`src/rtl/bt_seq_mul_pkg.sv`:
```
// ---------------------------------------------------------------------------
// bt_pkg : shared types and trit helpers for the balanced-ternary multiplier.
//
// Trit encoding (two bits per trit):
//   2'b10 = +1, 2'b01 = -1, 2'b11 = 0, 2'b00 = illegal (read as 0).
//
// Contents:
//   trit_t                       one encoded trit
//   TRIT_POS/TRIT_NEG/TRIT_ZERO  encoded constants
//   state_t                      multiplier FSM states
//   trit_val / trit_enc          encoded trit <-> small integer
//   trit_neg                     negate one trit
//   trit_mul                     product of two trits
//   trit_fa                      balanced full adder, returns {carry, sum}
// ---------------------------------------------------------------------------
package bt_pkg;

    typedef logic [1:0] trit_t;

    localparam trit_t TRIT_POS  = 2'b10;
    localparam trit_t TRIT_NEG  = 2'b01;
    localparam trit_t TRIT_ZERO = 2'b11;

    typedef enum logic [1:0] {
        ST_IDLE = 2'd0,
        ST_RUN  = 2'd1,
        ST_DONE = 2'd2
    } state_t;

    // Anything that is not +1 or -1 (including the illegal 2'b00) decodes to 0.
    function automatic int trit_val(input trit_t t);
        case (t)
            TRIT_POS: return 1;
            TRIT_NEG: return -1;
            default:  return 0;
        endcase
    endfunction

    function automatic trit_t trit_enc(input int v);
        if (v > 0)
            return TRIT_POS;
        else if (v < 0)
            return TRIT_NEG;
        else
            return TRIT_ZERO;
    endfunction

    function automatic trit_t trit_neg(input trit_t t);
        return trit_enc(-trit_val(t));
    endfunction

    // Re-encoding through trit_val also normalises 2'b00 to 2'b11.
    function automatic trit_t trit_mul(input trit_t a, input trit_t b);
        case (b)
            TRIT_POS: return trit_enc(trit_val(a));
            TRIT_NEG: return trit_neg(a);
            default:  return TRIT_ZERO;
        endcase
    endfunction

    // s = a+b+c lies in -3..3; carry absorbs +-3 so the sum digit stays in -1..1.
    function automatic logic [3:0] trit_fa(input trit_t a, input trit_t b, input trit_t c);
        int s;
        s = trit_val(a) + trit_val(b) + trit_val(c);
        if (s > 1)
            return {TRIT_POS, trit_enc(s - 3)};
        else if (s < -1)
            return {TRIT_NEG, trit_enc(s + 3)};
        else
            return {TRIT_ZERO, trit_enc(s)};
    endfunction

endpackage

```
`src/rtl/bt_seq_mul_if.sv`:
```
// ---------------------------------------------------------------------------
// bt_seq_mul_if : operand/result handshake bundle for bt_seq_mul.
//
// Signals (trit i of every vector at [2i+1:2i]):
//   in_valid   master->slave  operands x,y presented
//   in_ready   slave->master  multiplier can accept operands
//   x, y       master->slave  multiplicand / multiplier, N_TRITS trits each
//   out_valid  slave->master  prod valid
//   out_ready  master->slave  consumer accepts prod
//   prod       slave->master  2*N_TRITS-trit product
//   busy       slave->master  multiplier not idle
//   err        slave->master  illegal-trit flag, present only when
//                             BT_INVALID_CHECK_EN is defined
// ---------------------------------------------------------------------------
interface bt_seq_mul_if #(
    parameter int N_TRITS = 4
) ();

    logic                   in_valid;
    logic                   in_ready;
    logic [2*N_TRITS-1:0]   x;
    logic [2*N_TRITS-1:0]   y;
    logic                   out_valid;
    logic                   out_ready;
    logic [4*N_TRITS-1:0]   prod;
    logic                   busy;
`ifdef BT_INVALID_CHECK_EN
    logic                   err;
`endif

    modport master (
        output in_valid, x, y, out_ready,
        input  in_ready, out_valid, prod, busy
`ifdef BT_INVALID_CHECK_EN
        , input err
`endif
    );

    modport slave (
        input  in_valid, x, y, out_ready,
        output in_ready, out_valid, prod, busy
`ifdef BT_INVALID_CHECK_EN
        , output err
`endif
    );

endinterface

```
`src/rtl/bt_seq_mul_add.sv`:
```
// ---------------------------------------------------------------------------
// bt_add : combinational ripple-carry balanced-ternary adder.
//
// Ports (trit i at [2i+1:2i]):
//   i_a, i_b   in   2*N_TRITS  addends
//   o_sum      out  2*N_TRITS  a + b, truncated to N_TRITS trits
//   o_carry    out  2          carry out of the top trit
// ---------------------------------------------------------------------------
module bt_add
    import bt_pkg::*;
#(
    parameter int N_TRITS = 8
) (
    input  logic [2*N_TRITS-1:0] i_a,
    input  logic [2*N_TRITS-1:0] i_b,
    output logic [2*N_TRITS-1:0] o_sum,
    output trit_t                o_carry
);

    trit_t w_carry [N_TRITS+1];

    assign w_carry[0] = TRIT_ZERO;

    generate
        for (genvar gi = 0; gi < N_TRITS; gi++) begin : g_stage
            logic [3:0] w_fa;
            assign w_fa            = trit_fa(i_a[2*gi +: 2], i_b[2*gi +: 2], w_carry[gi]);
            assign o_sum[2*gi +: 2] = w_fa[1:0];
            assign w_carry[gi+1]   = w_fa[3:2];
        end
    endgenerate

    assign o_carry = w_carry[N_TRITS];

endmodule

```
`src/rtl/bt_seq_mul.sv`:
```
// ---------------------------------------------------------------------------
// bt_seq_mul : sequential balanced-ternary multiplier, N_TRITS x N_TRITS ->
// 2*N_TRITS trits. Shift-add: one multiplier trit is consumed per cycle.
//
// Ports:
//   clk     in   rising-edge clock
//   rst_n   in   synchronous active-low reset
//   bus     slave modport of bt_seq_mul_if (in_valid/in_ready/x/y,
//           out_valid/out_ready/prod, busy, and err when enabled)
//
// Optional feature macro: BT_INVALID_CHECK_EN
//   When defined, err reports that the operands of the current result
//   contained an illegal 2'b00 trit. When undefined there is no err and no
//   extra state.
//
// Timing: IDLE (accept) -> N_TRITS RUN cycles -> DONE (held until out_ready).
// ---------------------------------------------------------------------------
module bt_seq_mul
    import bt_pkg::*;
#(
    parameter int N_TRITS = 4
) (
    input  logic          clk,
    input  logic          rst_n,
    bt_seq_mul_if.slave   bus
);

    localparam int CNT_W = (N_TRITS > 1) ? $clog2(N_TRITS) : 1;
    localparam int P_W   = 4 * N_TRITS;

    state_t               r_state;
    state_t               w_state_next;
    logic [CNT_W-1:0]     r_cnt;
    logic [2*N_TRITS-1:0] r_x;
    logic [2*N_TRITS-1:0] r_y;
    logic [P_W-1:0]       r_acc;

    logic                 w_in_ready;
    logic                 w_accept;
    trit_t                w_ytrit;
    logic [P_W-1:0]       w_pp_base;
    logic [P_W-1:0]       w_pp;
    logic [P_W-1:0]       w_sum;
    trit_t                w_carry_unused;

    // ---------------- FSM ----------------
    always_comb begin
        w_state_next = r_state;
        w_in_ready   = 1'b0;
        case (r_state)
            ST_IDLE: begin
                w_in_ready = rst_n;
                if (bus.in_valid && rst_n)
                    w_state_next = ST_RUN;
            end
            ST_RUN: begin
                if (r_cnt == CNT_W'(N_TRITS - 1))
                    w_state_next = ST_DONE;
            end
            ST_DONE: begin
                if (bus.out_ready)
                    w_state_next = ST_IDLE;
            end
            default: w_state_next = ST_IDLE;
        endcase
    end

    assign w_accept = bus.in_valid && w_in_ready;

    // ---------------- partial product ----------------
    assign w_ytrit = r_y[{r_cnt, 1'b0} +: 2];

    generate
        for (genvar gi = 0; gi < N_TRITS; gi++) begin : g_pp
            assign w_pp_base[2*gi +: 2] = trit_mul(r_x[2*gi +: 2], w_ytrit);
        end
    endgenerate
    assign w_pp_base[P_W-1:2*N_TRITS] = {N_TRITS{TRIT_ZERO}};

    // A plain shift would fill with 2'b00; shifting the inverted vector and
    // inverting back fills the vacated low trits with the proper zero 2'b11.
    assign w_pp = ~((~w_pp_base) << {r_cnt, 1'b0});

    // The top carry is provably zero (the product always fits in 2N trits).
    bt_add #(.N_TRITS(2*N_TRITS)) u_add (
        .i_a     (r_acc),
        .i_b     (w_pp),
        .o_sum   (w_sum),
        .o_carry (w_carry_unused)
    );

    // ---------------- registers ----------------
    always_ff @(posedge clk) begin
        if (!rst_n) begin
            r_state <= ST_IDLE;
            r_cnt   <= '0;
            r_acc   <= {(2*N_TRITS){TRIT_ZERO}};
        end else begin
            r_state <= w_state_next;
            case (r_state)
                ST_IDLE: begin
                    if (w_accept) begin
                        r_acc <= {(2*N_TRITS){TRIT_ZERO}};
                        r_cnt <= '0;
                    end
                end
                ST_RUN: begin
                    r_acc <= w_sum;
                    r_cnt <= r_cnt + CNT_W'(1);
                end
                default: ;
            endcase
        end
    end

    // Operands are captured only on the accept cycle; no reset needed.
    always_ff @(posedge clk) begin
        if (w_accept) begin
            r_x <= bus.x;
            r_y <= bus.y;
        end
    end

    assign bus.in_ready  = w_in_ready;
    assign bus.out_valid = (r_state == ST_DONE);
    assign bus.prod      = r_acc;
    assign bus.busy      = (r_state != ST_IDLE);

`ifdef BT_INVALID_CHECK_EN
    logic                 r_err_pend;
    logic [N_TRITS-1:0]   w_trit_bad;

    generate
        for (genvar gi = 0; gi < N_TRITS; gi++) begin : g_bad
            assign w_trit_bad[gi] = (bus.x[2*gi +: 2] == 2'b00) ||
                                    (bus.y[2*gi +: 2] == 2'b00);
        end
    endgenerate

    always_ff @(posedge clk) begin
        if (!rst_n)
            r_err_pend <= 1'b0;
        else if (w_accept)
            r_err_pend <= |w_trit_bad;
    end

    assign bus.err = r_err_pend && (r_state == ST_DONE);
`endif

endmodule

```
`src/flat_wrapper.sv`:
```
// flat-port wrapper written by rule: the top's interface ports become plain ports
module bt_seq_mul_flat import bt_pkg::*;
#(
    parameter int N_TRITS = 4
)
  (clk, rst_n, bus_in_valid, bus_x, bus_y, bus_out_ready, bus_in_ready, bus_out_valid, bus_prod, bus_busy);
  bt_seq_mul_if #(.N_TRITS(N_TRITS)) bus_i ();
  input  logic clk;
  input  logic rst_n;
  input wire logic [$bits(bus_i.in_valid)-1:0] bus_in_valid;
  input wire logic [$bits(bus_i.x)-1:0] bus_x;
  input wire logic [$bits(bus_i.y)-1:0] bus_y;
  input wire logic [$bits(bus_i.out_ready)-1:0] bus_out_ready;
  output wire logic [$bits(bus_i.in_ready)-1:0] bus_in_ready;
  output wire logic [$bits(bus_i.out_valid)-1:0] bus_out_valid;
  output wire logic [$bits(bus_i.prod)-1:0] bus_prod;
  output wire logic [$bits(bus_i.busy)-1:0] bus_busy;
  assign bus_i.in_valid = bus_in_valid;
  assign bus_i.x = bus_x;
  assign bus_i.y = bus_y;
  assign bus_i.out_ready = bus_out_ready;
  assign bus_in_ready = bus_i.in_ready;
  assign bus_out_valid = bus_i.out_valid;
  assign bus_prod = bus_i.prod;
  assign bus_busy = bus_i.busy;
  bt_seq_mul #(.N_TRITS(N_TRITS)) u_core (.clk(clk), .rst_n(rst_n), .bus(bus_i));
endmodule
```
`config.mk`:
```
export PLATFORM = sky130hd
export DESIGN_NAME = bt_seq_mul_flat
export DESIGN_NICKNAME = d
export VERILOG_FILES = /design/src/rtl/bt_seq_mul_pkg.sv /design/src/rtl/bt_seq_mul_if.sv /design/src/rtl/bt_seq_mul_add.sv /design/src/rtl/bt_seq_mul.sv /design/src/flat_wrapper.sv
export SDC_FILE = /design/constraint.sdc
export NUM_CORES = 1
export LEC_CHECK = 0
export CAP_MARGIN = 20
export CORE_UTILIZATION = 47
export CTS_CLUSTER_DIAMETER = 50
export DETAILED_ROUTE_END_ITERATION = 10
export GPL_TIMING_DRIVEN = 0
export PLACE_DENSITY_LB_ADDON = 0.3
export SETUP_SLACK_MARGIN = 0.2
export SYNTH_ARGS = -nofsm -noshare
export SYNTH_HDL_FRONTEND = slang
export SYNTH_SLANG_ARGS = --single-unit
```
`constraint.sdc`:
```
create_clock -name clk -period 19.3 [get_ports clk]
set_input_delay 2.895 -clock clk [delete_from_list [all_inputs] [get_ports clk]]
set_output_delay 2.895 -clock clk [all_outputs]
set_load 0.02 [all_outputs]
```
; Word-level counts from Yosys, hierarchy flattened
; Cells that the tools add are included.
; Widths: inputs -> output; s select.
[classes]
n_reduce_logical = 7
n_lt_le_gt_ge = 80
n_shift = 2
addsub = 36
muxes = 128
n_bitwise = 2
n_eq_ne = 63
[ops]
columns = operator, count
row1 = $pmux 32 s2, 27
row2 = $lt 32x1->1 const B, 40
row3 = $gt 32x1->1 const B, 32
row4 = $add 32x32->32, 15
row5 = $add 32x3->32 const B, 8
row6 = $gt 32x2->1 const B, 8
row7 = $mux 32, 8
row8 = $sub 32x3->32 const B, 8
row9 = $mux 2, 70
row10 = $neg 32->32, 4
row11 = $eq 2x2->1 const B, 30
row12 = $eq 2x1->1 const B, 29
row13 = $mux 4, 14
row14 = $not 16->16, 2
row15 = $pmux 16 s2, 1
row16 = $pmux 2 s2, 5
row17 = $mux 16, 1
row18 = $shl 16x3->16, 1
row19 = $shiftx 8x4->2, 1
row20 = $ne 2x1->1 const B, 3
row21 = $pmux 2 s3, 1
row22 = $reduce_bool 2->1, 2
row23 = $reduce_and 3->1, 1
row24 = $add 2x1->2 const B, 1
row25 = 5 further kinds, 6
[totals]
in_bits = 20
elab_cells = 323
reg_bits = 36
out_inout_bits = 19

; Depth between registers and ports, before layout
; Gate-level depths: netlist of run 1.
[logic_depth]
depth_word = 84
ltp_mapped = 79
depth_no_buf = 76

; By module
; From an unflattened synthesis of run 1, not the netlist that was laid out.
[unflattened]
hier_cells = 495
area_unflattened_um2 = 4406.7
[by_module_without_submodules]
columns = mod, seq_area_each_um2, instances, area_each_um2, cells_per_inst
row1 = bt_add, 0.0, 1, 2726.4, 331
row2 = bt_seq_mul, 880.8, 1, 1680.4, 164

; Worst setup path after synthesis of run 1
; No wires, ideal clock.
[synth_timing]
path_type = register to register
from = reg u_core.r_cnt[0]
to = reg u_core.r_acc[15] (netlist: u_core.bus.prod[15])
setup_time_ns = 0.130
path_slack_ns = 0.408
t_arrival_ns = 18.762
n_path_buf = 0
stages_incl_launch_ff = 75
period_less_slack_ns = 18.892
required_time_ns = 19.170
path_cell_list = dfxtp_1 -> mux4_2 -> ha_1 -> inv_1 -> o21ai_1 -> or3_1 -> ha_1 -> inv_1 -> ha_1 -> inv_1 -> fa_1 -> nand2b_1 -> inv_1 -> ha_1 -> nand4_1 -> ha_1 -> nor2b_1 -> fa_1 -> [... 39 more ...] -> nand4_1 -> ha_1 -> nor2b_1 -> fa_1 -> ha_1 -> inv_1 -> fa_1 -> fa_1 -> nor2b_1 -> o41ai_4 -> nand2b_1 -> ha_1 -> fa_1 -> nor2b_1 -> nor3_1 -> a21oi_1 -> o22ai_1 -> nand2_1
[synth_via]
elab_chain_cells = 58
word_cells_on_any_way = 117
classes_between = 17 x add/sub / 22 x order compare / 32 x eq/ne / 2 x shift / 42 x mux / 2 x bitwise
[synth_rtl]
columns = item, line_no
row1 = "start, declared", bt_seq_mul.sv:33  ; logic [CNT_W-1:0] r_cnt;
row2 = "start signal, assigned", bt_seq_mul.sv:109  ; r_cnt <= r_cnt + CNT_W'(1);
row3 = $shiftx 8x4->2, bt_seq_mul.sv:71  ; assign w_ytrit = r_y[{r_cnt, 1'b0} +: 2];
row4 = $eq 2x1->1 / $eq 2x2->1 (equally long branches), -
row5 = $pmux 2 s2, bt_seq_mul_pkg.sv:54  ; case (b)
row6 = $not 16->16, bt_seq_mul.sv:82  ; assign w_pp = ~((~w_pp_base) << {r_cnt, 1'b0});
row7 = $shl 16x3->16 *, bt_seq_mul.sv:82
row8 = $not 16->16 *, bt_seq_mul.sv:82
row9 = $eq 2x1->1 / $eq 2x2->1 (equally long branches), bt_seq_mul_pkg.sv:32  ; case (t)
row10 = $pmux 32 s2, bt_seq_mul_pkg.sv:32
row11 = [... 42 more ...], -
row12 = $add 32x32->32 *, bt_seq_mul_pkg.sv:64  ; s = trit_val(a) + trit_val(b) + trit_val(c);
row13 = $add 32x3->32, bt_seq_mul_pkg.sv:68  ; return {TRIT_NEG, trit_enc(s + 3)};
row14 = $lt 32x1->1, bt_seq_mul_pkg.sv:42  ; else if (v < 0)
row15 = $mux 2, bt_seq_mul_pkg.sv:42
row16 = $mux 2, bt_seq_mul_pkg.sv:40  ; if (v > 0)
row17 = $mux 2, bt_seq_mul_pkg.sv:67  ; else if (s < -1)
row18 = $mux 2 *, bt_seq_mul_pkg.sv:65  ; if (s > 1)
row19 = $pmux 16 s2 *, bt_seq_mul.sv:100  ; case (r_state)
row20 = "end signal, assigned", bt_seq_mul.sv:97  ; r_acc <= {(2*N_TRITS){TRIT_ZERO}};
row21 = "end signal, assigned", bt_seq_mul.sv:103  ; r_acc <= {(2*N_TRITS){TRIT_ZERO}};
row22 = "end signal, assigned", bt_seq_mul.sv:108  ; r_acc <= w_sum;
row23 = "end, declared", bt_seq_mul.sv:36  ; logic [P_W-1:0] r_acc;
; Mark *: on every way between the ends. The rest lies on a longest branch, timed or not.
; A chain may end at the register's enable or synchronous reset.

; Worst setup path in the final report of run 1
; Same ends and word-level chain as after synthesis.

==> flow_results.xml, run 1 <==
<?xml version="1.0" encoding="UTF-8"?>
<metrics>
  <group name="critical_path">
    <metric name="critical_path_class" unit="">register to register</metric>
    <metric name="critical_path.most_common_cell" unit="">sky130_fd_sc_hd__fa_2</metric>
    <metric name="arrival" unit="ps">18600</metric>
    <metric name="slowest_stage" unit="">sky130_fd_sc_hd__fa_2</metric>
    <metric name="max_stage_delay" unit="ps">600</metric>
    <metric name="cp_top_family" unit="">adder cells</metric>
    <metric name="critical_path_required" unit="ps">19470</metric>
    <metric name="cp-start-kind" unit="">register</metric>
    <metric name="critPathCaptureType" unit="">register</metric>
    <metric name="crit_fanout" unit="">7</metric>
    <metric name="critical_path_buf_inv_count" unit="">11</metric>
  </group>
  <group name="layout">
    <metric name="area_growth_syn_to_layout" unit="%">22.8</metric>
    <metric name="most_frequent_cells_in_the_layout" unit="">sky130_fd_sc_hd__inv_1, sky130_fd_sc_hd__nor2_1, sky130_fd_sc_hd__clkdlybuf4s50_1, sky130_fd_sc_hd__nand2_1, sky130_fd_sc_hd__ha_1</metric>
    <metric name="post_route_cells_drive_above_1_share" unit="%">19.9</metric>
    <metric name="fill_cells" unit="">731</metric>
    <metric name="layout.nets" unit="">626</metric>
    <metric name="final_cells" unit="">633</metric>
    <metric name="diodes" unit="">0</metric>
    <metric name="mostFrequentLayoutCell" unit="">sky130_fd_sc_hd__inv_1</metric>
  </group>
  <group name="yosys">
    <metric name="post_synth.cell_area_avg" unit="µm²">8.85</metric>
    <metric name="syn-cell-area" unit="µm²">4120</metric>
    <metric name="synth.ff_latch_count" unit="">36</metric>
    <metric name="async_flop_share" unit="%">0</metric>
    <metric name="synth-main-ff-cell" unit="">sky130_fd_sc_hd__dfxtp_1</metric>
    <metric name="synthesis.instances" unit="">465</metric>
    <metric name="synth_enable_flop_cells" unit="">16</metric>
    <metric name="postSynthNetCount" unit="">564</metric>
    <metric name="yosys.cell_types.count" unit="">61</metric>
    <metric name="synthesis.yosys.warnings" unit="">0</metric>
    <metric name="synth.yosys.seq_area_share" unit="%">21.4</metric>
  </group>
  <group name="floorplanning">
    <metric name="core" unit="µm²">8340</metric>
    <metric name="ios" unit="">39</metric>
    <metric name="die-height" unit="µm">95.6</metric>
    <metric name="fp-row-count" unit="">33</metric>
    <metric name="floorplan.die.width" unit="µm">95.6</metric>
    <metric name="floorplan.die_area" unit="µm²">9130</metric>
    <metric name="initial_utilization" unit="%">49.3</metric>
  </group>
  <group name="cts">
    <metric name="clock_tree.htree_level_count" unit="">2</metric>
    <metric name="ctsLongestPathBuffers" unit="">2</metric>
    <metric name="clk_root_buffer_cell" unit="">sky130_fd_sc_hd__clkbuf_8</metric>
    <metric name="cts_buffers" unit="">5</metric>
    <metric name="cts_tree" unit="">done</metric>
    <metric name="hold_buffers" unit="">0</metric>
    <metric name="clock_latency" unit="ps">300</metric>
    <metric name="clkSinkCount" unit="">36</metric>
    <metric name="path_clk_slew" unit="ps">80</metric>
  </group>
  <group name="timing">
    <metric name="period_needed" unit="ps">18430</metric>
    <metric name="rsz0062_at_grt" unit="">no</metric>
    <metric name="slew-limit-headroom" unit="%">50.7</metric>
    <metric name="timing_hold_violations_final" unit="">0</metric>
    <metric name="fmaxAchievable" unit="MHz">54.3</metric>
    <metric name="final.setup_skew" unit="ps">9.67</metric>
    <metric name="finalSetupViolCount" unit="">0</metric>
    <metric name="final_min_period_over_clock_period" unit="%">95.5</metric>
    <metric name="report.final.slew_viol_count" unit="">0</metric>
    <metric name="max_slew.worst_pin.slew" unit="ps">739</metric>
  </group>
  <group name="placement">
    <metric name="place.gp.congestion" unit="">0.876</metric>
    <metric name="detailed_place_hpwl" unit="µm">6840</metric>
    <metric name="dpl.cell_count" unit="">608</metric>
    <metric name="placement.io_buffers" unit="">38</metric>
  </group>
  <group name="outcome">
    <metric name="status" unit="">completed</metric>
  </group>
  <group name="drt">
    <metric name="vias_per_cell" unit="">5.55</metric>
    <metric name="remaining_drc_errors" unit="">0</metric>
    <metric name="detailedRoute.firstIterationViolations" unit="">173</metric>
    <metric name="count_of_vias_placed_by_the_detailed_router" unit="">3514</metric>
    <metric name="antenna_left" unit="">0</metric>
    <metric name="drt_pass_1_iters" unit="">4</metric>
    <metric name="detail_route.wirelength" unit="µm">8970</metric>
    <metric name="drt-wirelength-per-cell" unit="µm">14.2</metric>
  </group>
  <group name="grt">
    <metric name="grt_start_max_net_pins" unit="">17</metric>
    <metric name="grt_use_total" unit="%">20.6</metric>
    <metric name="first_global_vias" unit="">3301</metric>
    <metric name="grt_overflow_total" unit="">0</metric>
    <metric name="grt_antenna_before_repair" unit="">0</metric>
    <metric name="first_pass_grt_wire_length" unit="µm">14800</metric>
  </group>
  <group name="flow_run">
    <metric name="timing.max_cap.violations" unit="">0</metric>
  </group>
  <group name="min_path">
    <metric name="worstHoldPathType" unit="">register to register</metric>
  </group>
</metrics>
==> Yosys cell counts, drive strengths merged (6+ instances only) <==
cell type | number | share of area [%]
nor2 | 44 | 4.0
a211oi | 6 | 1.1
a21oi | 30 | 3.8
nand4 | 6 | 0.91
dfxtp | 20 | 9.7
or2 | 8 | 1.2
inv | 68 | 6.2
edfxtp | 16 | 12
nand3 | 7 | 0.85
nand2b | 18 | 2.7
buf | 8 | 1.2
o21ai | 23 | 2.9
fa | 42 | 20
o22ai | 7 | 1.1
nand2 | 31 | 2.8
nor2b | 17 | 2.6
nor3 | 14 | 1.7
ha | 37 | 11
or3 | 6 | 1.0
==> worst min-delay path, stage by stage (launching register included) <==
cell                      delay, ps
sky130_fd_sc_hd__dfxtp_1        330
sky130_fd_sc_hd__nand2_1         60
sky130_fd_sc_hd__nand3_1         60
==> metrics by stage <==
stage / instance area (µm²) / setup TNS (ps) / hold WS, ps / setup WS [ps] / utilization [%]
floorplan: 4120 / 0 / 563 / 408 / -
CTS: 4810 / 0 / 506 / 218 / 57.6
global route: 5050 / 0 / 538 / 85.3 / 60.6
global placement: 4630 / -1580 / 492 / -793 / 55.5
detailed placement: 4630 / -2740 / 497 / -1170 / 55.5
finish: 5050 / 0 / 499 / 868 / 60.6
==> area by class of cell <==
class,count,area (µm²),area share (%)
Inverter,68,258,5.10
Sequential cell,36,886,17.5
Clock buffer,5,68.8,1.36
Multi-Input combinational cell,350,3120,61.8
Clock inverter,3,18.8,0.371
Timing Repair Buffer,55,508,10.0
Buffer,11,62.6,1.24
Tap cell,105,131,2.60
==> per-layer routing <==
layer  routed length [µm]  global-route usage, %  up-vias
met5                    0                      0        -
met3                  277                   1.99       10
met4                  116                   5.10        0
met2                 4460                   35.2       77
met1                 4120                   28.0     1716
li1                     -                      -     1711
==> flip-flops by register name (all words and copies together) (netlist names) <==
name / count
u_core.r_x: 8
u_core.r_y: 8
u_core.r_cnt: 2
u_core.bus.prod: 16
u_core.r_state: 2
==> worst paths after layout <==
kind                      startpoint                   to  slack [ps]  depth (start not counted)
hold reg to reg   u_core.bus.prod[2]   u_core.bus.prod[2]         500                          2
hold / removal    u_core.bus.prod[2]   u_core.bus.prod[2]         500                          2
setup / recovery     u_core.r_cnt[0]  u_core.bus.prod[15]         870                         73
setup reg to reg     u_core.r_cnt[0]  u_core.bus.prod[15]         870                         73
==> kinds of logic (layout without fill, tap and decap cells) <==
group,Yosys count,after routing,share of synthesized area (%)
compound gates,105,105,17.5
mux,5,5,1.88
fa+ha+maj,79,79,31.7
buf+inv,79,142,7.66
simple gates,161,161,19.9
flops,36,36,21.4
==> repair_timing <==
action,in CTS,in global routing
setup buffers,7,10
hold endpoints to repair,0,0
gates resized for setup,17,43
setup endpoints to repair,4,4
pin swaps,6,17
Power of run 1 is not shown: default switching activity piles up to over one toggle a cycle in this logic, so the estimate is an artifact.
==> run 2, diff against run 1 <==
--- a/config.mk
+++ b/config.mk
@@ -6,12 +6,14 @@
 export NUM_CORES = 1
 export LEC_CHECK = 0
 export CAP_MARGIN = 20
+export CORE_MARGIN = 3
 export CORE_UTILIZATION = 47
 export CTS_CLUSTER_DIAMETER = 50
 export DETAILED_ROUTE_END_ITERATION = 10
 export GPL_TIMING_DRIVEN = 0
 export PLACE_DENSITY_LB_ADDON = 0.3
 export SETUP_SLACK_MARGIN = 0.2
+export SLEW_MARGIN = 20
 export SYNTH_ARGS = -nofsm -noshare
 export SYNTH_HDL_FRONTEND = slang
 export SYNTH_SLANG_ARGS = --single-unit
==> flow_results.xml, run 2 (synthesis gave the netlist of run 1 again) <==
<?xml version="1.0" encoding="UTF-8"?>
<metrics>
  <group name="drt">
    <metric name="detailedRoute.firstIterationViolations" unit="">190</metric>
    <metric name="vias_per_cell" unit="">5.42</metric>
    <metric name="drt-wirelength-per-cell" unit="µm">14.1</metric>
    <metric name="antenna_left" unit="">0</metric>
    <metric name="count_of_vias_placed_by_the_detailed_router" unit="">3441</metric>
    <metric name="drt_pass_1_iters" unit="">4</metric>
    <metric name="detail_route.wirelength" unit="µm">8960</metric>
    <metric name="remaining_drc_errors" unit="">0</metric>
  </group>
  <group name="layout">
    <metric name="mostFrequentLayoutCell" unit="">sky130_fd_sc_hd__inv_1</metric>
    <metric name="finalInstanceArea" unit="µm²">5060</metric>
    <metric name="area_growth_syn_to_layout" unit="%">23.0</metric>
    <metric name="fill_cells" unit="">724</metric>
    <metric name="final_cells" unit="">635</metric>
    <metric name="most_frequent_cells_in_the_layout" unit="">sky130_fd_sc_hd__inv_1, sky130_fd_sc_hd__nor2_1, sky130_fd_sc_hd__clkdlybuf4s50_1, sky130_fd_sc_hd__nand2_1, sky130_fd_sc_hd__ha_1</metric>
    <metric name="layout.nets" unit="">628</metric>
    <metric name="number_of_flip_flops_under_the_largest_register_name" unit="">16</metric>
    <metric name="regArea" unit="µm²">886</metric>
    <metric name="post_route_cells_drive_above_1_share" unit="%">20.2</metric>
    <metric name="multi_input_area" unit="µm²">3110</metric>
    <metric name="diodes" unit="">0</metric>
  </group>
  <group name="grt">
    <metric name="first_pass_grt_wire_length" unit="µm">15200</metric>
    <metric name="grt_antenna_before_repair" unit="">0</metric>
    <metric name="grt_overflow_total" unit="">0</metric>
    <metric name="grt_use_total" unit="%">18.5</metric>
    <metric name="first_global_vias" unit="">3377</metric>
    <metric name="grt_start_max_net_pins" unit="">17</metric>
  </group>
  <group name="floorplanning">
    <metric name="floorplan.die.width" unit="µm">99.6</metric>
    <metric name="initial_utilization" unit="%">49.3</metric>
    <metric name="ios" unit="">39</metric>
    <metric name="die-height" unit="µm">99.6</metric>
    <metric name="core" unit="µm²">8340</metric>
    <metric name="floorplan.die_area" unit="µm²">9910</metric>
    <metric name="fp-row-count" unit="">33</metric>
  </group>
  <group name="timing">
    <metric name="rsz0062_at_grt" unit="">no</metric>
    <metric name="final.setup.tns" unit="ps">0</metric>
    <metric name="final_min_period_over_clock_period" unit="%">95.7</metric>
    <metric name="slew-limit-headroom" unit="%">44.1</metric>
    <metric name="finalSetupViolCount" unit="">0</metric>
    <metric name="final.setup_skew" unit="ps">10.3</metric>
    <metric name="report.final.slew_viol_count" unit="">0</metric>
    <metric name="period_needed" unit="ps">18470</metric>
    <metric name="max_slew.worst_pin.slew" unit="ps">831</metric>
    <metric name="fmaxAchievable" unit="MHz">54.2</metric>
    <metric name="hold-worst-slack" unit="ps">501</metric>
    <metric name="timing_hold_violations_final" unit="">0</metric>
  </group>
  <group name="critical_path">
    <metric name="critical_path.most_common_cell" unit="">sky130_fd_sc_hd__fa_2</metric>
    <metric name="crit_fanout" unit="">7</metric>
    <metric name="critical_path_required" unit="ps">19470</metric>
    <metric name="max_stage_delay" unit="ps">610</metric>
    <metric name="slowest_stage" unit="">sky130_fd_sc_hd__fa_2</metric>
    <metric name="critical_path_class" unit="">register to register</metric>
    <metric name="arrival" unit="ps">18630</metric>
    <metric name="cp-start-kind" unit="">register</metric>
    <metric name="critPathCaptureType" unit="">register</metric>
  </group>
  <group name="flow_run">
    <metric name="timing.max_cap.violations" unit="">0</metric>
  </group>
  <group name="min_path">
    <metric name="worstHoldPathType" unit="">register to register</metric>
  </group>
  <group name="cts">
    <metric name="path_clk_slew" unit="ps">80</metric>
    <metric name="ctsLongestPathBuffers" unit="">2</metric>
    <metric name="clock_latency" unit="ps">290</metric>
    <metric name="clk_root_buffer_cell" unit="">sky130_fd_sc_hd__clkbuf_8</metric>
    <metric name="clock_tree.htree_level_count" unit="">2</metric>
    <metric name="cts_tree" unit="">done</metric>
    <metric name="cts_buffers" unit="">5</metric>
    <metric name="clkSinkCount" unit="">36</metric>
  </group>
  <group name="placement">
    <metric name="detailed_place_hpwl" unit="µm">6990</metric>
    <metric name="place.gp.congestion" unit="">0.859</metric>
    <metric name="placedInstanceArea" unit="µm²">4630</metric>
    <metric name="dpl.cell_count" unit="">608</metric>
    <metric name="placement.io_buffers" unit="">38</metric>
  </group>
  <group name="outcome">
    <metric name="status" unit="">completed</metric>
  </group>
</metrics>
-- run 2: per-stage QoR --
stage | setup slack [ps] | utilization [%]
2_1_floorplan | 408 | -
3_3_place_gp | -784 | 55.5
3_5_place_dp | -1270 | 55.5
4_1_cts | 222 | 57.7
5_1_grt | 69.5 | 60.7
6_report | 833 | 60.7
-- run 2: layer usage --
layer	up-vias	routed length, µm	GRT usage, %
met4	0	165	5.46
met1	1631	4050	25.0
met5	-	0	0
met2	74	4430	31.1
li1	1721	-	-
met3	15	310	2.59
-- run 2: final timing paths --
check	endpoint	slack (ps)	from	cells past startpoint
min	u_core.bus.prod[2]	500	u_core.bus.prod[2]	2
min reg2reg	u_core.bus.prod[2]	500	u_core.bus.prod[2]	2
max	u_core.bus.prod[15]	830	u_core.r_cnt[0]	75
max reg2reg	u_core.bus.prod[15]	830	u_core.r_cnt[0]	75
-- run 2: final cells by class --
cell class | instances | share of cell area [%]
clock buffer | 5 | 1.36
inverter | 68 | 5.09
tap | 105 | 2.60
clock inverter | 3 | 0.420
buffer | 11 | 1.24
sequential | 36 | 17.5
multi-input combinational | 350 | 61.5
timing repair buffer | 57 | 10.3
-- run 2: what timing repair did --
action | CTS | global route
endpoints found under the setup margin | 4 | 4
setup buffers | 6 | 13
pin swaps | 6 | 21
hold buffers | 0 | 0
gates cloned | 0 | 0
hold endpoints to repair | 0 | 0
gates resized for setup | 23 | 34
-- run 2: critical path, delay by kind of cell, from the launching register on --
family                   cells  cell delay, ps
AND/OR/NAND/NOR             21            3190
AO/OA/AOI/OAI                5             760
buffers and inverters       11             870
flip-flops                   1             410
adder cells (fa/ha/maj)     37           12530
multiplexers                 1             530
Power of run 2 is left out for the same reason.
==> run 3, diff against run 2 <==
--- a/config.mk
+++ b/config.mk
@@ -8,7 +8,7 @@
 export CAP_MARGIN = 20
 export CORE_MARGIN = 3
 export CORE_UTILIZATION = 47
-export CTS_CLUSTER_DIAMETER = 50
+export CTS_CLUSTER_DIAMETER = 150
 export DETAILED_ROUTE_END_ITERATION = 10
 export GPL_TIMING_DRIVEN = 0
 export PLACE_DENSITY_LB_ADDON = 0.3
==> results of run 3 <==
The final DEF is identical to that of run 2; final timing and power are the same.
Power of run 3 is left out for the same reason.
